## src/rtl/rca_config_unit_pkg.sv

```systemverilog
// Shared types and sizing for the RCA configuration unit.
// Holds the funct3 opcode enum, FSM state type, table widths and the
// packed per-RCA configuration record.
package rca_config;

  localparam int NUM_RCAS           = 4;
  localparam int NUM_READ_PORTS     = 4;
  localparam int NUM_WRITE_PORTS    = 4;
  localparam int NUM_GRID_MUXES     = 72;
  localparam int GRID_MUX_INPUTS    = 8;
  localparam int NUM_IO_UNITS       = 8;
  localparam int IO_UNIT_MUX_INPUTS = 12;

  localparam int GRID_SEL_W = $clog2(GRID_MUX_INPUTS);
  localparam int IO_SEL_W   = $clog2(IO_UNIT_MUX_INPUTS);
  localparam int RES_SEL_W  = $clog2(NUM_IO_UNITS);
  localparam int REG_ADDR_W = 5;

  localparam int MAX_PORTS  = (NUM_READ_PORTS > NUM_WRITE_PORTS) ? NUM_READ_PORTS : NUM_WRITE_PORTS;
  localparam int PORT_W     = $clog2(MAX_PORTS);
  localparam int WP_W       = $clog2(NUM_WRITE_PORTS);
  localparam int IO_IDX_W   = $clog2(NUM_IO_UNITS);
  localparam int GRID_IDX_W = $clog2(NUM_GRID_MUXES);
  localparam int RCA_W      = $clog2(NUM_RCAS);
  // Wide enough for a register address or a full io_input_use mask.
  localparam int VAL_W      = (NUM_IO_UNITS > REG_ADDR_W) ? NUM_IO_UNITS : REG_ADDR_W;

  typedef enum logic [2:0] {
    F3_RSVD0      = 3'b000,
    F3_CPU_REG    = 3'b001,
    F3_GRID_MUX   = 3'b010,
    F3_IO_MUX     = 3'b011,
    F3_RESULT_MUX = 3'b100,
    F3_IO_USE     = 3'b101,
    F3_RSVD6      = 3'b110,
    F3_RSVD7      = 3'b111
  } funct3_e;

  typedef enum logic [1:0] {S_IDLE, S_WAIT, S_WRITE, S_RESP} state_e;

  // Per-RCA configuration; cpu_reg_addr is [fb][dst][port].
  typedef struct packed {
    logic [1:0][1:0][MAX_PORTS-1:0][REG_ADDR_W-1:0] cpu_reg_addr;
    logic [1:0][NUM_WRITE_PORTS-1:0][RES_SEL_W-1:0] result_mux_sel;
    logic [NUM_IO_UNITS-1:0]                        io_input_use;
  } rca_cfg_t;

  typedef struct packed {
    logic [2:0]  funct3;
    logic [6:0]  funct7;
    logic [31:0] rs1;
    logic [31:0] rs2;
  } issue_t;

endpackage

```

## src/rtl/rca_config_unit_if.sv

```systemverilog
// Issue / done handshake bundle between the CPU side and the config unit.
interface rca_config_unit_if;
  logic        issue_valid;
  logic        issue_ready;
  logic [2:0]  issue_funct3;
  logic [6:0]  issue_funct7;
  logic [31:0] issue_rs1;
  logic [31:0] issue_rs2;
  logic        done_valid;
  logic        done_ready;
  logic        done_error;
  logic [31:0] done_data;

  modport master (
    output issue_valid, issue_funct3, issue_funct7, issue_rs1, issue_rs2, done_ready,
    input  issue_ready, done_valid, done_error, done_data
  );

  modport slave (
    input  issue_valid, issue_funct3, issue_funct7, issue_rs1, issue_rs2, done_ready,
    output issue_ready, done_valid, done_error, done_data
  );
endinterface

```

## src/rtl/rca_config_decode.sv

```systemverilog
// Combinational decode of a captured config instruction into target table,
// RCA id, index, value and a range-check error flag.
module rca_config_decode
  import rca_config::*;
(
  input  logic [2:0]            funct3,
  input  logic [6:0]            funct7,
  input  logic [31:0]           rs1,
  input  logic [31:0]           rs2,
  output funct3_e               kind,
  output logic [RCA_W-1:0]      rca_id,
  output logic [GRID_IDX_W-1:0] index,
  output logic                  fb,
  output logic                  dst,
  output logic [VAL_W-1:0]      value,
  output logic                  error
);

  logic rca_oob;

  // Field extraction and range checks per instruction type.
  always_comb begin
    kind    = funct3_e'(funct3);
    rca_id  = funct7[RCA_W-1:0];
    index   = '0;
    fb      = 1'b0;
    dst     = 1'b0;
    value   = '0;
    error   = 1'b0;
    rca_oob = (32'(funct7) >= NUM_RCAS);
    case (kind)
      F3_CPU_REG: begin
        index = GRID_IDX_W'(rs1[2:0]);
        dst   = rs1[3];
        fb    = rs1[4];
        value = VAL_W'(rs2[4:0]);
        error = rca_oob || (32'(rs1[2:0]) >= (rs1[3] ? NUM_WRITE_PORTS : NUM_READ_PORTS));
      end
      F3_GRID_MUX: begin
        index = rs1[GRID_IDX_W-1:0];
        value = rs2[VAL_W-1:0];
        error = (rs1 >= NUM_GRID_MUXES) || (rs2 >= GRID_MUX_INPUTS);
      end
      F3_IO_MUX: begin
        index = rs1[GRID_IDX_W-1:0];
        value = rs2[VAL_W-1:0];
        error = (rs1 >= NUM_IO_UNITS) || (rs2 >= IO_UNIT_MUX_INPUTS);
      end
      F3_RESULT_MUX: begin
        index = GRID_IDX_W'(rs1[2:0]);
        fb    = rs1[3];
        value = rs2[VAL_W-1:0];
        error = rca_oob || (32'(rs1[2:0]) >= NUM_WRITE_PORTS) || (rs2 >= NUM_IO_UNITS);
      end
      F3_IO_USE: begin
        value = VAL_W'(rs1[NUM_IO_UNITS-1:0]);
        error = rca_oob;
      end
      default: error = 1'b1;
    endcase
  end

endmodule

```

## src/rtl/rca_config_unit.sv

```systemverilog
// RCA configuration unit: accepts one config instruction at a time, waits
// until the targeted RCA(s) are idle, writes one table field and responds.
// Optional feature: define RCA_CONFIG_READBACK_EN to return the field's
// pre-write value on done_data (otherwise done_data is tied to 0).
module rca_config_unit
  import rca_config::*;
(
  input  logic                  clk,
  input  logic                  rst,
  rca_config_unit_if.slave      bus,
  input  logic [NUM_RCAS-1:0]   rca_busy,
  output logic [REG_ADDR_W-1:0] cpu_reg_addr   [NUM_RCAS][2][2][MAX_PORTS],
  output logic [GRID_SEL_W-1:0] grid_mux_sel   [NUM_GRID_MUXES],
  output logic [IO_SEL_W-1:0]   io_mux_sel     [NUM_IO_UNITS],
  output logic [RES_SEL_W-1:0]  result_mux_sel [NUM_RCAS][2][NUM_WRITE_PORTS],
  output logic [NUM_IO_UNITS-1:0] io_input_use [NUM_RCAS]
);

  state_e   state_q, state_d;
  issue_t   issue_q, issue_d;
  rca_cfg_t cfg_q [NUM_RCAS];
  rca_cfg_t cfg_d [NUM_RCAS];
  logic [NUM_GRID_MUXES-1:0][GRID_SEL_W-1:0] grid_q, grid_d;
  logic [NUM_IO_UNITS-1:0][IO_SEL_W-1:0]     io_q, io_d;
  logic     err_q, err_d;

  funct3_e                dec_kind;
  logic [RCA_W-1:0]       dec_rca;
  logic [GRID_IDX_W-1:0]  dec_index;
  logic                   dec_fb, dec_dst, dec_error, target_busy;
  logic [VAL_W-1:0]       dec_value;

  rca_config_decode u_decode (
    .funct3 (issue_q.funct3),
    .funct7 (issue_q.funct7),
    .rs1    (issue_q.rs1),
    .rs2    (issue_q.rs2),
    .kind   (dec_kind),
    .rca_id (dec_rca),
    .index  (dec_index),
    .fb     (dec_fb),
    .dst    (dec_dst),
    .value  (dec_value),
    .error  (dec_error)
  );

  // Global muxes wait for the whole array to drain; per-RCA fields only for their RCA.
  always_comb begin
    target_busy = ((dec_kind == F3_GRID_MUX) || (dec_kind == F3_IO_MUX)) ? (|rca_busy)
                                                                          : rca_busy[dec_rca];
  end

  // Next-state, capture and single-field table write.
  always_comb begin
    state_d = state_q;
    issue_d = issue_q;
    err_d   = err_q;
    cfg_d   = cfg_q;
    grid_d  = grid_q;
    io_d    = io_q;
    case (state_q)
      S_IDLE: begin
        if (bus.issue_valid) begin
          issue_d = {bus.issue_funct3, bus.issue_funct7, bus.issue_rs1, bus.issue_rs2};
          state_d = S_WAIT;
        end
      end
      S_WAIT: begin
        if (dec_error) begin
          err_d   = 1'b1;
          state_d = S_RESP;
        end else if (!target_busy) begin
          state_d = S_WRITE;
        end
      end
      S_WRITE: begin
        case (dec_kind)
          F3_CPU_REG:    cfg_d[dec_rca].cpu_reg_addr[dec_fb][dec_dst][dec_index[PORT_W-1:0]] =
                           dec_value[REG_ADDR_W-1:0];
          F3_GRID_MUX:   grid_d[dec_index] = dec_value[GRID_SEL_W-1:0];
          F3_IO_MUX:     io_d[dec_index[IO_IDX_W-1:0]] = dec_value[IO_SEL_W-1:0];
          F3_RESULT_MUX: cfg_d[dec_rca].result_mux_sel[dec_fb][dec_index[WP_W-1:0]] =
                           dec_value[RES_SEL_W-1:0];
          F3_IO_USE:     cfg_d[dec_rca].io_input_use = dec_value[NUM_IO_UNITS-1:0];
          default: ;
        endcase
        err_d   = 1'b0;
        state_d = S_RESP;
      end
      S_RESP: begin
        if (bus.done_ready) begin
          err_d   = 1'b0;
          state_d = S_IDLE;
        end
      end
      default: state_d = S_IDLE;
    endcase
  end

  assign bus.issue_ready = (state_q == S_IDLE);
  assign bus.done_valid  = (state_q == S_RESP);
  assign bus.done_error  = err_q;

  // Control and configuration tables, cleared by reset.
  always_ff @(posedge clk or posedge rst) begin
    if (rst) begin
      state_q <= S_IDLE;
      err_q   <= 1'b0;
      grid_q  <= '0;
      io_q    <= '0;
      for (int r = 0; r < NUM_RCAS; r++) cfg_q[r] <= '0;
    end else begin
      state_q <= state_d;
      err_q   <= err_d;
      grid_q  <= grid_d;
      io_q    <= io_d;
      for (int r = 0; r < NUM_RCAS; r++) cfg_q[r] <= cfg_d[r];
    end
  end

  // Captured instruction; only meaningful after an accept, so no reset.
  always_ff @(posedge clk) begin
    issue_q <= issue_d;
  end

`ifdef RCA_CONFIG_READBACK_EN
  logic [31:0] data_q, data_d, old_val;

  // Pre-write value of the addressed field, zero-extended.
  always_comb begin
    old_val = '0;
    case (dec_kind)
      F3_CPU_REG:    old_val = 32'(cfg_q[dec_rca].cpu_reg_addr[dec_fb][dec_dst][dec_index[PORT_W-1:0]]);
      F3_GRID_MUX:   old_val = 32'(grid_q[dec_index]);
      F3_IO_MUX:     old_val = 32'(io_q[dec_index[IO_IDX_W-1:0]]);
      F3_RESULT_MUX: old_val = 32'(cfg_q[dec_rca].result_mux_sel[dec_fb][dec_index[WP_W-1:0]]);
      F3_IO_USE:     old_val = 32'(cfg_q[dec_rca].io_input_use);
      default: ;
    endcase
  end

  // Response data: old value on a write, zero on error and after hand-back.
  always_comb begin
    data_d = data_q;
    if (state_q == S_WRITE) data_d = old_val;
    else if ((state_q == S_WAIT) && dec_error) data_d = '0;
    else if ((state_q == S_RESP) && bus.done_ready) data_d = '0;
  end

  // Readback data register.
  always_ff @(posedge clk or posedge rst) begin
    if (rst) data_q <= '0;
    else     data_q <= data_d;
  end

  assign bus.done_data = data_q;
`else
  assign bus.done_data = '0;
`endif

  // Present the packed tables on the unpacked config outputs.
  always_comb begin
    for (int r = 0; r < NUM_RCAS; r++) begin
      io_input_use[r] = cfg_q[r].io_input_use;
      for (int f = 0; f < 2; f++) begin
        for (int w = 0; w < NUM_WRITE_PORTS; w++)
          result_mux_sel[r][f][w] = cfg_q[r].result_mux_sel[f][w];
        for (int d = 0; d < 2; d++)
          for (int p = 0; p < MAX_PORTS; p++)
            cpu_reg_addr[r][f][d][p] = cfg_q[r].cpu_reg_addr[f][d][p];
      end
    end
    for (int g = 0; g < NUM_GRID_MUXES; g++) grid_mux_sel[g] = grid_q[g];
    for (int i = 0; i < NUM_IO_UNITS; i++)   io_mux_sel[i]   = io_q[i];
  end

endmodule
```

## src/flat_wrapper.sv

```systemverilog
// flat-port wrapper written by rule: the top's interface ports become plain ports
module rca_config_unit_flat import rca_config::*;
  (clk, rst, rca_busy, cpu_reg_addr, grid_mux_sel, io_mux_sel, result_mux_sel, io_input_use, bus_issue_valid, bus_issue_funct3, bus_issue_funct7, bus_issue_rs1, bus_issue_rs2, bus_done_ready, bus_issue_ready, bus_done_valid, bus_done_error, bus_done_data);
  rca_config_unit_if bus_i ();
  input  logic clk;
  input  logic rst;
  input  logic [NUM_RCAS-1:0] rca_busy;
  output logic [REG_ADDR_W-1:0] cpu_reg_addr[NUM_RCAS][2][2][MAX_PORTS];
  output logic [GRID_SEL_W-1:0] grid_mux_sel[NUM_GRID_MUXES];
  output logic [IO_SEL_W-1:0] io_mux_sel[NUM_IO_UNITS];
  output logic [RES_SEL_W-1:0] result_mux_sel[NUM_RCAS][2][NUM_WRITE_PORTS];
  output logic [NUM_IO_UNITS-1:0] io_input_use[NUM_RCAS];
  input wire logic [$bits(bus_i.issue_valid)-1:0] bus_issue_valid;
  input wire logic [$bits(bus_i.issue_funct3)-1:0] bus_issue_funct3;
  input wire logic [$bits(bus_i.issue_funct7)-1:0] bus_issue_funct7;
  input wire logic [$bits(bus_i.issue_rs1)-1:0] bus_issue_rs1;
  input wire logic [$bits(bus_i.issue_rs2)-1:0] bus_issue_rs2;
  input wire logic [$bits(bus_i.done_ready)-1:0] bus_done_ready;
  output wire logic [$bits(bus_i.issue_ready)-1:0] bus_issue_ready;
  output wire logic [$bits(bus_i.done_valid)-1:0] bus_done_valid;
  output wire logic [$bits(bus_i.done_error)-1:0] bus_done_error;
  output wire logic [$bits(bus_i.done_data)-1:0] bus_done_data;
  assign bus_i.issue_valid = bus_issue_valid;
  assign bus_i.issue_funct3 = bus_issue_funct3;
  assign bus_i.issue_funct7 = bus_issue_funct7;
  assign bus_i.issue_rs1 = bus_issue_rs1;
  assign bus_i.issue_rs2 = bus_issue_rs2;
  assign bus_i.done_ready = bus_done_ready;
  assign bus_issue_ready = bus_i.issue_ready;
  assign bus_done_valid = bus_i.done_valid;
  assign bus_done_error = bus_i.done_error;
  assign bus_done_data = bus_i.done_data;
  rca_config_unit u_core (.clk(clk), .rst(rst), .bus(bus_i), .rca_busy(rca_busy), .cpu_reg_addr(cpu_reg_addr), .grid_mux_sel(grid_mux_sel), .io_mux_sel(io_mux_sel), .result_mux_sel(result_mux_sel), .io_input_use(io_input_use));
endmodule
```

## config.mk

```make
export PLATFORM = sky130hd
export DESIGN_NAME = rca_config_unit_flat
export DESIGN_NICKNAME = d
export VERILOG_FILES = /design/src/rtl/rca_config_unit_pkg.sv /design/src/rtl/rca_config_unit_if.sv /design/src/rtl/rca_config_decode.sv /design/src/rtl/rca_config_unit.sv /design/src/flat_wrapper.sv
export SDC_FILE = /design/constraint.sdc
export NUM_CORES = 2
export LEC_CHECK = 0
export BUFFER_PORTS_ARGS = -buffer_cell sky130_fd_sc_hd__buf_4
export CORE_AREA = 4 4 317 319
export DETAILED_ROUTE_END_ITERATION = 10
export DIE_AREA = 0 0 321 323
export PLACE_DENSITY = 0.62
export SLEW_MARGIN = 20
export SYNTH_ARGS = -nofsm -noshare
export SYNTH_HDL_FRONTEND = slang
export SYNTH_SLANG_ARGS = --single-unit
```

## constraint.sdc

```tcl
create_clock -name clk -period 29.9 [get_ports clk]
set_input_delay 1.495 -clock clk [delete_from_list [all_inputs] [get_ports clk]]
set_output_delay 1.495 -clock clk [all_outputs]
set_load 0.01 [all_outputs]
```

# --- Word level (Yosys, flattened, before mapping) ---
# Index checks and enable logic that the tools add are counted.
word_totals:
  register_bits: 773
  output_inout_bits: 731
op_classes:
  n_lt_le_gt_ge: 19
  n_eq_ne: 12
  mux: 42
  n_bitwise: 1
  reduce_logical: 24
op_table:
  columns: ["op", "n"]
  rows:
  - ["448-bit bitwise mux", 3]
  - ["448-bit one-hot mux with 3 select lines", 1]
  - ["112-bit demux with 2-bit select", 3]
  - ["216-bit bitwise mux", 1]
  - ["112-bit two-way mux", 1]
  - ["32-bit by 4-bit >= comparator with 1-bit output (second input constant)", 3]
  - ["40-bit demux with 1-bit select", 1]
  - ["40-bit two-way mux", 1]
  - ["32-bit bitwise mux", 1]
  - ["32-bit by 7-bit >= comparator with 1-bit output (second input constant)", 1]
  - ["32-bit two-way mux", 1]
  - ["8-bit one-hot mux with 3 select lines", 1]
  - ["3-bit demux with 7-bit select", 1]
  - ["20-bit demux with 1-bit select", 1]
  - ["20-bit two-way mux", 1]
  - ["7-bit one-hot mux with 2 select lines", 1]
  - ["12-bit demux with 1-bit select", 1]
  - ["4-bit demux with 3-bit select", 1]
  - ["12-bit two-way mux", 1]
  - ["5-bit demux with 2-bit select", 1]
  - ["7-bit by 8-bit < comparator with 1-bit output (second input constant)", 1]
  - ["2-bit two-way mux", 4]
  - ["8-bit two-way mux", 1]
  - ["2-bit one-hot mux with 4 select lines", 1]
  - ["37 further kinds", 65]

# --- Depth between registers and ports, before layout ---
depth:
  depth_word: 15
  mapped_depth: 9

# --- By module ---
# From an unflattened synthesis, not the netlist that was laid out.
hier_totals:
  hier_cells: 2163
  area_unflattened_um2: 31639.1
modules_own_cells:
  columns: ["module", "instances", "cells_per_inst", "area_per_inst_um2", "seq_area_each_um2"]
  rows:
  - ["rca_config_unit", 1, 2076, 31089.8, 19713.9]
  - ["rca_config_decode", 1, 87, 549.3, 0.0]

# --- Worst setup path after synthesis ---
# No wires, ideal clock.
synth_path:
  path_type: "input to register"
  startpoint: "input bus_issue_valid"
  endpoint: "register u_core.issue_q[0] in the netlist's numbering (enable)"
  setup_time_ns: 0.440
  arrival_time_ns: 3.219
  t_required_ns: 29.460
  path_slack_ns: 26.241
  path_stages: 1
  path_cell_list: "and2_1"
synth_via:
  elab_chain_len: 1
synth_lines:
  columns: ["element", "line", "source"]
  rows:
  - ["start: declaration", "flat_wrapper.sv:13", "input wire logic [$bits(bus_i.issue_valid)-1:0] bus_issue_valid;"]
  - ["2-bit AND reduction (no source line)", null, null]
  - ["end signal: assignment", "rca_config_unit.sv:123", "issue_q <= issue_d;"]
  - ["end: declaration", "rca_config_unit.sv:20", "issue_t issue_q, issue_d;"]
# No other way between the ends.
# A chain may end at the register's enable or synchronous reset.

==> impl_metrics.sql <==
INSERT INTO impl_metrics (metric_group, metric, value, unit) VALUES
('floorplanning', 'floorplan.initialDensity', '0.310', ''),
('sta', 'maxClockFrequency', '242', 'MHz'),
('power_and_ir_drop', 'leakagePower', '0.0204', 'uW'),
('synth', 'synth.ff_latch_count', '773', ''),
('synth', 'synth.top_cells.by_area', 'sky130_fd_sc_hd__dfrtp_1, sky130_fd_sc_hd__mux2_2, sky130_fd_sc_hd__edfxtp_1', ''),
('worst_setup_path', 'timing.reg2reg.worst_path_depth', '6', ''),
('sta', 'grt_setup_unrepaired', 'false', ''),
('floorplanning', 'floorplan.die_area', '104000', 'um2'),
('synth', 'synth.largest_area_cell', 'sky130_fd_sc_hd__dfrtp_1', ''),
('synth', 'synth_top_cell_area_share', '0.578', ''),
('worst_setup_path', 'crit_cells', '5', ''),
('placement', 'buffer_ports.inserted', '780', ''),
('layout', 'layout_common_cells', 'sky130_fd_sc_hd__buf_4, sky130_fd_sc_hd__dfrtp_1, sky130_fd_sc_hd__mux2_2, sky130_fd_sc_hd__nor2_1, sky130_fd_sc_hd__a21oi_1', ''),
('sta', 'clock-skew-final', '0.0295', 'ns'),
('clock_network', 'insertion_delay', '0.66', 'ns'),
('drt', 'route.vias.total', '20830', ''),
('status', 'outcome', 'finished, final reports clean', ''),
('sta', 'fin_ws', '25.76', 'ns'),
('synth', 'synth_seq_area_share', '0.651', ''),
('worst_setup_path', 'cp.buffers_inverters', '5', ''),
('sta', 'setup-violations-final', '0', ''),
('drt', 'drt_first_pass_iters', '5', ''),
('clock_network', 'clock_tree.root_cell', 'sky130_fd_sc_hd__clkbuf_16', ''),
('worst_setup_path', 'critical_path.cell_chain', 'buf_4, inv_8, buf_4, buf_12, buf_4', ''),
('placement', 'worst_setup_slack_before_clock_tree_synthesis', '25.00', 'ns'),
('global_routing', 'vias_in_the_first_global_route', '21615', ''),
('global_routing', 'grt_first_pass_wirelength', '159', 'mm'),
('worst_setup_path', 'cp_max_fo', '170', ''),
('floorplanning', 'chipWidth', '321', 'um'),
('global_routing', 'grt_overflow', '0', ''),
('clock_network', 'clock-sinks', '773', ''),
('synth', 'number_of_flops_mapped_to_enable_cells_by_yosys', '74', ''),
('sta', 'final-max-slew-violation-count', '0', ''),
('clock_network', 'cts_resized', '0', ''),
('layout', 'drive_above_1_share', '0.512', ''),
('worst_setup_path', 'crit_path_most_repeated_cell', 'sky130_fd_sc_hd__buf_4', ''),
('placement', 'dp.final_hpwl', '82.4', 'mm'),
('synth', 'syn_inst', '2187', ''),
('clock_network', 'setup_fix_bufs_post_cts', '0', ''),
('placement', 'number_of_placed_instances_taps_included', '4192', ''),
('global_routing', 'antenna_found_initial', '7', ''),
('drt', 'avgRoutedWirePerCell', '25.9', 'um'),
('synth', 'yosys_warnings', '0', ''),
('clock_network', 'total_of_hold_buffers_inserted_after_clock_tree_synthesis', '0', ''),
('drt', 'detail-route-antenna-nets', '0', ''),
('layout', 'multi_input_area', '10100', 'um2'),
('hold_path', 'hold-path-cell-count', '2', ''),
('power_and_ir_drop', 'max-vdd-ir-drop', '0.0523', 'mV'),
('floorplanning', 'die_y', '323', 'um'),
('layout', 'finish.cell_count_without_fillers', '4356', ''),
('floorplanning', 'design.core.area', '97800', 'um2'),
('floorplanning', 'i_o_pin_total', '813', ''),
('worst_setup_path', 'cp_required', '30.58', 'ns'),
('synth', 'synth_cell_type_count', '66', ''),
('sta', 'tightestPinTransition', '1.09', 'ns'),
('clock_network', 'cts-buffers-inserted', '87', ''),
('power_and_ir_drop', 'total_power', '2740', 'uW'),
('drt', 'drt_iter0_markers', '1217', ''),
('clock_network', 'clk_transition_reported_paths', '0.06', 'ns'),
('clock_network', 'cts_tree', 'done', ''),
('worst_setup_path', 'crit_path_class', 'primary input to async pin', ''),
('drt', 'drc', '0', ''),
('floorplanning', 'rows', '115', ''),
('sta', 'setup_total_negative_slack', '0', 'ns'),
('layout', 'layout.cells.most_common', 'sky130_fd_sc_hd__buf_4', ''),
('layout', 'layout-area-overhead-vs-synth', '34.0', '%'),
('layout', 'nets', '3081', ''),
('layout', 'filler_cell_count', '9194', ''),
('job', 'max-cap-violations', '0', ''),
('worst_setup_path', 'worst_path_arrival_time', '4.82', 'ns'),
('synth', 'async_flop_share', '0.904', '');
==> Yosys cell counts, types with 10 or more instances <==
cell / number
sky130_fd_sc_hd__mux2_2: 510
sky130_fd_sc_hd__edfxtp_1: 74
sky130_fd_sc_hd__nand3_1: 11
sky130_fd_sc_hd__mux2_1: 12
sky130_fd_sc_hd__nand2_1: 99
sky130_fd_sc_hd__a21oi_1: 152
sky130_fd_sc_hd__nor4_1: 13
sky130_fd_sc_hd__nor2_1: 265
sky130_fd_sc_hd__and2_1: 10
sky130_fd_sc_hd__clkbuf_1: 59
sky130_fd_sc_hd__o21ai_0: 42
sky130_fd_sc_hd__nor2_4: 25
sky130_fd_sc_hd__buf_2: 20
sky130_fd_sc_hd__nor2_2: 37
sky130_fd_sc_hd__buf_4: 39
sky130_fd_sc_hd__dfrtp_1: 699
==> cell families (layout without fill, tap and decap cells) <==
logic type               after synthesis  count (layout)  share of synthesized area
multiplexers                         530             530                      0.197
adder cells (fa/ha/maj)                5               5                    0.00198
other                                  1              33                   0.000124
AO/OA/AOI/OAI                        216             216                     0.0383
XOR/XNOR                               2               2                   0.000827
flip-flops                           773             773                      0.651
buffers and inverters                128             978                     0.0225
AND/OR/NAND/NOR                      532             532                     0.0882
==> layout make-up <==
type	instances	share of cell area
well taps	1287	0.0397
repair buffers	811	0.151
diodes	1	0.0000616
multi-input cells	1317	0.249
clock inverters	36	0.0114
clock buffers	126	0.0630
inverters	5	0.000647
flip-flops and latches	773	0.486
==> power by group <==
group | switching, uW | internal (uW)
logic | 281 | 150
clock network | 457 | 655
registers | 56.9 | 1150
total | 795 | 1950
==> worst reg2reg max path, stage by stage, from the launching register on <==
cell and delay, ns:
sky130_fd_sc_hd__edfxtp_1 0.96, sky130_fd_sc_hd__nor2_1 0.18, sky130_fd_sc_hd__and2_1 0.38, sky130_fd_sc_hd__nor2_4 0.73, sky130_fd_sc_hd__buf_4 0.54, sky130_fd_sc_hd__nor2_1 0.32
sky130_fd_sc_hd__mux2_2 0.35
==> final timing paths <==
path	slack, ns	to	startpoint
max	25.76	u_core.cpu_reg_addr[200]	rst
max reg2reg	26.31	u_core.cpu_reg_addr[137]	u_core.issue_q[73]
min in group asynchronous	0.92	u_core.grid_mux_sel[20]	rst
min	0.48	u_core.io_mux_sel[15]	u_core.io_mux_sel[15]
min reg2reg	0.48	u_core.io_mux_sel[15]	u_core.io_mux_sel[15]
max in group clk	26.31	u_core.cpu_reg_addr[137]	u_core.issue_q[73]
==> metrics by stage <==
| step | cell area (um2) | hold slack [ns] |
|---|---|---|
| finish | 40600 | 0.480 |
| global route | 40600 | 0.504 |
| CTS | 40600 | 0.485 |
| detailed placement | 37500 | 0.471 |
| global placement | 37500 | 0.463 |
| floorplan | 30400 | 0.516 |
==> layer usage <==
metal | up-vias | GRT usage | part of all wire
met5 | - | 0 | 0.00020
met4 | 4 | 0.0747 | 0.035
met3 | 166 | 0.0740 | 0.085
met2 | 780 | 0.363 | 0.49
met1 | 10686 | 0.248 | 0.39
li1 | 9194 | - | -
==> state kept, by name, summed over array words and instances (netlist names) <==
signal	cells
u_core.result_mux_sel	96
u_core.issue_q	74
u_core.state_q	2
u_core.bus.done_error	1
u_core.grid_mux_sel	216
u_core.cpu_reg_addr	320
u_core.io_mux_sel	32
u_core.io_input_use	32
Power figures use the tool's default switching activity.
